--- src/rtl/cpu_run_pkg.sv ---
// cpu_run_pkg
// Shared types and helpers for the cpu_run_ctrl slice.
//   run_state_t : run controller FSM state (IDLE, RST, RUN)
//   sat_inc     : saturating increment on a 64-bit container; callers
//                 zero-extend their counter and limit, then truncate back.
package cpu_run_pkg;

  typedef enum logic [1:0] {
    IDLE = 2'd0,
    RST  = 2'd1,
    RUN  = 2'd2
  } run_state_t;

  function automatic logic [63:0] sat_inc(input logic [63:0] val,
                                          input logic [63:0] lim);
    return (val >= lim) ? lim : val + 64'd1;
  endfunction

endpackage

--- src/rtl/cpu_run_ctrl_halt_detect.sv ---
// halt_detect
// Watches the core PC while a run is active and flags program completion
// once the PC has sat on halt_pc for HALT_STABLE consecutive cycles.
// Ports:
//   clk, reset   : clock, asynchronous active-low reset
//   en           : high while the controller is in RUN; low clears the count
//   cpu_pc       : current PC from the core
//   halt_pc      : PC value of the program's final self-loop
//   halted       : combinational, high in the cycle the count reaches
//                  HALT_STABLE
module halt_detect
  import cpu_run_pkg::*;
#(
  parameter int PC_W        = 32,
  parameter int HALT_STABLE = 4
) (
  input  logic            clk,
  input  logic            reset,
  input  logic            en,
  input  logic [PC_W-1:0] cpu_pc,
  input  logic [PC_W-1:0] halt_pc,
  output logic            halted
);

  localparam int SW = $clog2(HALT_STABLE + 1);
  localparam logic [SW-1:0] STAB_LIM = SW'(HALT_STABLE);

  logic [SW-1:0] stab_q;
  logic [SW-1:0] stab_d;

  // halted looks at the value the counter is about to take, so a PC that
  // first matches in cycle n ends the run in cycle n+HALT_STABLE-1.
  always_comb begin
    stab_d = '0;
    if (en && (cpu_pc == halt_pc)) begin
      stab_d = SW'(sat_inc(64'(stab_q), 64'(STAB_LIM)));
    end
    halted = en && (stab_d == STAB_LIM);
  end

  always_ff @(posedge clk or negedge reset) begin
    if (!reset) begin
      stab_q <= '0;
    end else begin
      stab_q <= stab_d;
    end
  end

endmodule

--- src/rtl/cpu_run_ctrl.sv ---
// cpu_run_ctrl
// Run controller for the mips core: holds the core in reset for RST_CYCLES,
// releases it, detects completion by a stable halt PC, bounds each run by
// cfg_max_cycles and repeats the program NUM_RUNS times, flagging any run
// whose cycle count differs from run 0.
// Ports:
//   clk, reset      : clock, asynchronous active-low reset
//   start           : one-cycle run request, honoured only in IDLE
//   abort           : abandon the sequence (wins over start and run end)
//   cfg_max_cycles  : per-run cycle budget, 0 = unlimited
//   halt_pc, cpu_pc : halt address and live core PC
//   core_reset      : registered active-high reset to the core
//   busy            : high in RST and RUN
//   done            : one-cycle pulse after the final run ends
//   timeout         : sticky, some run hit the budget
//   mismatch        : sticky, a run's count differed from run 0
//   cycles          : cycle count of the most recent completed run
//   run_idx         : index of the current/last run
//   state_dbg       : current FSM state, for observation only
//
// Handshake: start is a level sampled on each rising edge; it is acted on
// only when the FSM is in IDLE and abort is low, otherwise it is dropped.
module cpu_run_ctrl
  import cpu_run_pkg::*;
#(
  parameter int RST_CYCLES  = 2,
  parameter int NUM_RUNS    = 1,
  parameter int HALT_STABLE = 4,
  parameter int PC_W        = 32,
  parameter int CNT_W       = 32
) (
  input  logic                            clk,
  input  logic                            reset,
  input  logic                            start,
  input  logic                            abort,
  input  logic [CNT_W-1:0]                cfg_max_cycles,
  input  logic [PC_W-1:0]                 halt_pc,
  input  logic [PC_W-1:0]                 cpu_pc,
  output logic                            core_reset,
  output logic                            busy,
  output logic                            done,
  output logic                            timeout,
  output logic                            mismatch,
  output logic [CNT_W-1:0]                cycles,
  output logic [$clog2(NUM_RUNS+1)-1:0]   run_idx,
  output run_state_t                      state_dbg
);

  localparam int IDX_W = $clog2(NUM_RUNS + 1);
  localparam int RW    = $clog2(RST_CYCLES + 1);
  localparam logic [IDX_W-1:0] LAST_IDX = IDX_W'(NUM_RUNS - 1);
  localparam logic [RW-1:0]    RST_LAST = RW'(RST_CYCLES - 1);
  localparam logic [CNT_W-1:0] CNT_MAX  = {CNT_W{1'b1}};

  run_state_t       state_q;
  run_state_t       state_d;
  logic [RW-1:0]    rst_cnt_q;
  logic [CNT_W-1:0] run_cnt_q;
  logic [CNT_W-1:0] run_cnt_inc;
  logic [CNT_W-1:0] ref_q;
  logic             halted;
  logic             tmo_hit;
  logic             run_end;

  halt_detect #(
    .PC_W        (PC_W),
    .HALT_STABLE (HALT_STABLE)
  ) u_halt_detect (
    .clk     (clk),
    .reset   (reset),
    .en      (state_q == RUN),
    .cpu_pc  (cpu_pc),
    .halt_pc (halt_pc),
    .halted  (halted)
  );

  assign state_dbg = state_q;

  // Next-state logic. abort beats every other event in RST and RUN.
  always_comb begin
    state_d     = state_q;
    run_cnt_inc = CNT_W'(sat_inc(64'(run_cnt_q), 64'(CNT_MAX)));
    tmo_hit     = (state_q == RUN) && (cfg_max_cycles != '0) &&
                  (run_cnt_inc == cfg_max_cycles);
    run_end     = (state_q == RUN) && !abort && (halted || tmo_hit);
    unique case (state_q)
      IDLE: begin
        if (start && !abort) state_d = RST;
      end
      RST: begin
        if (abort)                        state_d = IDLE;
        else if (rst_cnt_q == RST_LAST)   state_d = RUN;
      end
      RUN: begin
        if (abort)        state_d = IDLE;
        else if (run_end) state_d = (run_idx == LAST_IDX) ? IDLE : RST;
      end
      default: state_d = IDLE;
    endcase
  end

  always_ff @(posedge clk or negedge reset) begin
    if (!reset) begin
      state_q <= IDLE;
    end else begin
      state_q <= state_d;
    end
  end

  // Counters, flags and registered outputs. Outputs are derived from the
  // next state so they line up with the state they describe.
  always_ff @(posedge clk or negedge reset) begin
    if (!reset) begin
      core_reset <= 1'b1;
      busy       <= 1'b0;
      done       <= 1'b0;
      timeout    <= 1'b0;
      mismatch   <= 1'b0;
      cycles     <= '0;
      run_idx    <= '0;
      rst_cnt_q  <= '0;
      run_cnt_q  <= '0;
      ref_q      <= '0;
    end else begin
      core_reset <= (state_d != RUN);
      busy       <= (state_d != IDLE);
      done       <= 1'b0;

      if ((state_q == RST) && (state_d == RST)) rst_cnt_q <= rst_cnt_q + 1'b1;
      else                                      rst_cnt_q <= '0;

      if ((state_q == RUN) && (state_d == RUN)) run_cnt_q <= run_cnt_inc;
      else                                      run_cnt_q <= '0;

      if ((state_q == IDLE) && (state_d == RST)) begin
        timeout  <= 1'b0;
        mismatch <= 1'b0;
        run_idx  <= '0;
      end

      if (run_end) begin
        cycles <= run_cnt_inc;
        // Halt wins a same-cycle tie, so only a pure budget hit is a timeout.
        if (!halted) timeout <= 1'b1;
        if (run_idx == '0)              ref_q    <= run_cnt_inc;
        else if (run_cnt_inc != ref_q)  mismatch <= 1'b1;
        if (run_idx == LAST_IDX) done    <= 1'b1;
        else                     run_idx <= run_idx + 1'b1;
      end
    end
  end

endmodule

--- config.mk ---
export PLATFORM = sky130hd
export DESIGN_NAME = cpu_run_ctrl
export DESIGN_NICKNAME = d
export VERILOG_FILES = /design/src/rtl/cpu_run_pkg.sv /design/src/rtl/cpu_run_ctrl_halt_detect.sv /design/src/rtl/cpu_run_ctrl.sv
export SDC_FILE = /design/constraint.sdc
export NUM_CORES = 1
export LEC_CHECK = 0
export CORE_MARGIN = 2
export CORE_UTILIZATION = 57
export DETAILED_ROUTE_END_ITERATION = 8
export GPL_TIMING_DRIVEN = 0
export PLACE_DENSITY = 0.87
export SLEW_MARGIN = 20
export SYNTH_ARGS = -nofsm -noshare
export SYNTH_HDL_FRONTEND = slang
export SYNTH_SLANG_ARGS = --single-unit
--- constraint.sdc ---
create_clock -name clk -period 12.6 [get_ports clk]
set_clock_uncertainty 0.2 [all_clocks]
set_input_delay 2.52 -clock clk [delete_from_list [all_inputs] [get_ports clk]]
set_output_delay 2.52 -clock clk [all_outputs]
set_load 0.1 [all_outputs]
==> results.json <==
{
  "hold_viol_final": 0,
  "first_pass_iters": 6,
  "startpoint_type": "input port",
  "clock_sinks": 109,
  "rows": 40,
  "syn2layout_area_growth_pct": 27.79,
  "drive_above_1_share_pct": 11.69,
  "async_flop_share_pct": 100.0,
  "grtUsageTotal_pct": 39.69,
  "dr_total_vias": 6823,
  "synth-seq-cells": 109,
  "clk_latency_ps": 370,
  "die_x_um": 114.2,
  "yosys_most_used_dff": "dfrtp_1",
  "status": "complete, no violations",
  "grt_max_degree": 74,
  "path_clk_slew_ps": 80,
  "ys_warn_count": 0,
  "reg2reg_depth": 13,
  "syn_area_per_cell_um2": 9.769,
  "postCtsHoldBufs": 0,
  "ir_drop_uv": 86.34,
  "total_power_mw": 0.7332,
  "die_h_um": 114.2,
  "finalCritPeriodShare_pct": 54.50,
  "post-place-ws_ps": 5527,
  "vias_per_cell": 6.749,
  "place_inst": 995,
  "finalSetupViolations": 0,
  "post_cts_buffers": 0,
  "hpwl_um": 18730,
  "nets": 963,
  "wirelength_um": 25250,
  "synth_seq_area_share_pct": 39.45,
  "drtAntennaViolNets": 0,
  "fin_setup_tns_ps": 0,
  "insertedDiodeCount": 0,
  "critical_path.endpoint_type": "flop",
  "rrSetupSlack_ps": 6860,
  "synthCells": 708,
  "holdWs_ps": 247.9,
  "syn-cell-area_um2": 6917,
  "floorplan.initialDensity_pct": 58.07,
  "drv_slew": 0,
  "r2r_start": "run_cnt_q[24]",
  "cts-root-buf": "clkbuf_16",
  "path_class": "in2reg",
  "hold_class": "reg2reg",
  "cts_buffers": 9,
  "dieArea_um2": 13030,
  "num_io_pins": 140,
  "wire_per_inst_um": 24.98,
  "drt_iter0_drc": 834,
  "grt_pass1_wl_um": 38760,
  "grt_pass1_vias": 6778,
  "hold_path_end": "rst_cnt_q[0]",
  "final_util_pct": 74.20,
  "cts.path.max_buffers": 2,
  "synth_nets": 812,
  "fin_area_um2": 8838,
  "max_freq_ghz": 0.1456,
  "cts_resized": 0,
  "timing.slew.headroom_pct": 24.47,
  "gp_congestion": 1.039,
  "wl_met2_um": 11790,
  "top_layer": "met4",
  "setup_ws_ps": 5732,
  "core_um2": 11910,
  "r2r-end": "cycles[10]",
  "grt_overflow": 0,
  "worstPathArrival_ps": 6920,
  "maxCapViolCount": 0,
  "p_leak_nw": 3.751,
  "p_per_area_nw_per_um2": 82.95,
  "wl_met3_um": 2202,
  "grt_antenna_before_repair": 0,
  "whs_path_depth": 1,
  "rsz0062_at_grt": "false",
  "wl_met1_um": 9771,
  "cp_max_fo": 10,
  "period_minus_slack_ps": 6868,
  "worstPathRequired_ps": 12650,
  "drc": 0,
  "ctsHtreeMaxLevel": 3,
  "place_area_um2": 8521,
  "synth_edf_count": 0,
  "fin_cells": 1011,
  "worst_pin_slew_ps": 1123,
  "cts_tree": "done",
  "synth_cell_type_count": 77,
  "holdCritStartpoint": "rst_cnt_q[0]",
  "io_buffers": 139
}
[layer usage]
metal	track usage, %	vias to the layer above
met2	64.09	454
li1	-	2932
met3	7.941	112
met5	0	-
met1	50.38	3325
met4	21.54	0
[worst max-delay path by stage]
stage,startpoint,endpoint,slack [ps],cells past startpoint
floorplan,cfg_max_cycles[31],ref_q[10],7160,12
global placement,reset,cycles[28],4760,1
detailed placement,cfg_max_cycles[11],cycles[17],5530,12
CTS,cfg_max_cycles[11],cycles[10],5850,12
global route,cfg_max_cycles[11],cycles[15],5710,12
finish,cfg_max_cycles[11],cycles[10],5730,12
[layout make-up]
| type | count | area [um^2] |
|---|---|---|
| Clock buffer | 9 | 225.2 |
| Inverter | 23 | 86.33 |
| Tap cell | 147 | 183.9 |
| Buffer | 31 | 191.4 |
| Multi-Input combinational cell | 545 | 3910 |
| Fill cell | 814 | 3073 |
| Sequential cell | 109 | 2729 |
| Timing Repair Buffer | 140 | 1420 |
| Clock inverter | 7 | 92.59 |
[worst max-delay path, cell delays in order]
cell,delay [ps]
clkdlybuf4s50_1,680
nand4_1,140
or4_1,410
o2111a_1,160
a211oi_1,460
o21ai_0,170
or4_1,450
nor3_1,190
nand4_1,330
a21oi_2,690
buf_4,320
mux2_2,380
[logic make-up (layout without fill, tap and decap cells)]
logic type | count (synthesis) | count (layout) | share of synthesized area [%]
mux | 64 | 64 | 11.38
compound gates | 131 | 131 | 13.06
fa+ha+maj | 4 | 4 | 0.7236
xor+xnor | 79 | 79 | 10.00
buf+inv | 54 | 210 | 4.016
simple gates | 267 | 267 | 21.36
flops | 109 | 109 | 39.45
[where the power goes]
group	total, mW	internal [mW]	switching, mW
combinational	0.0778	0.0408	0.0370
clock	0.304	0.159	0.145
sequential	0.351	0.351	0.000952
total	0.733	0.551	0.183
[flip-flops by register name, indices dropped and copies added, names as in the netlist]
signal                flops
busy                      1
core_reset                1
cycles                   32
done                      1
mismatch                  1
ref_q                    32
rst_cnt_q                 2
run_cnt_q                32
run_idx                   1
state_dbg                 2
timeout                   1
u_halt_detect.stab_q      3
[layout by cell type, fill, tap and decap left out, drive strengths merged, types with 3 or more instances in the layout]
master	Yosys	layout
ha	4	4
nor3b	3	3
a2111oi	3	3
clkbuf	17	26
mux2i	13	13
a31oi	7	7
or3	4	4
nand2	40	40
or4	9	9
nand3	28	28
and4	7	7
xor2	40	40
dfrtp	108	108
inv	23	25
o31ai	7	7
xnor2	39	39
nor2	59	59
nor4	29	29
nand2b	4	4
a32oi	5	5
o21a	4	4
a211oi	6	6
o22ai	6	6
nand4	29	29
and3	9	9
a21oi	33	33
buf	14	16
o21ai	27	27
a41oi	3	3
nand4b	3	3
a22oi	3	3
nor2b	7	7
clkinv	0	4
and2	9	9
nand3b	3	3
nor3	20	20
mux2	51	51
clkdlybuf4s50	0	138
[synthesized netlist by cell type (all sizes together), types with 20 or more instances]
| cell | n | area, um^2 |
|---|---|---|
| a21oi | 33 | 168.9 |
| dfrtp | 108 | 2703 |
| inv | 23 | 86.33 |
| mux2 | 51 | 653.1 |
| nand2 | 40 | 150.1 |
| nand3 | 28 | 140.1 |
| nand4 | 29 | 209.0 |
| nor2 | 59 | 221.5 |
| nor3 | 20 | 110.1 |
| nor4 | 29 | 200.2 |
| o21ai | 27 | 135.1 |
| xnor2 | 39 | 341.6 |
| xor2 | 40 | 350.3 |
(Power assumes the default switching activity.)
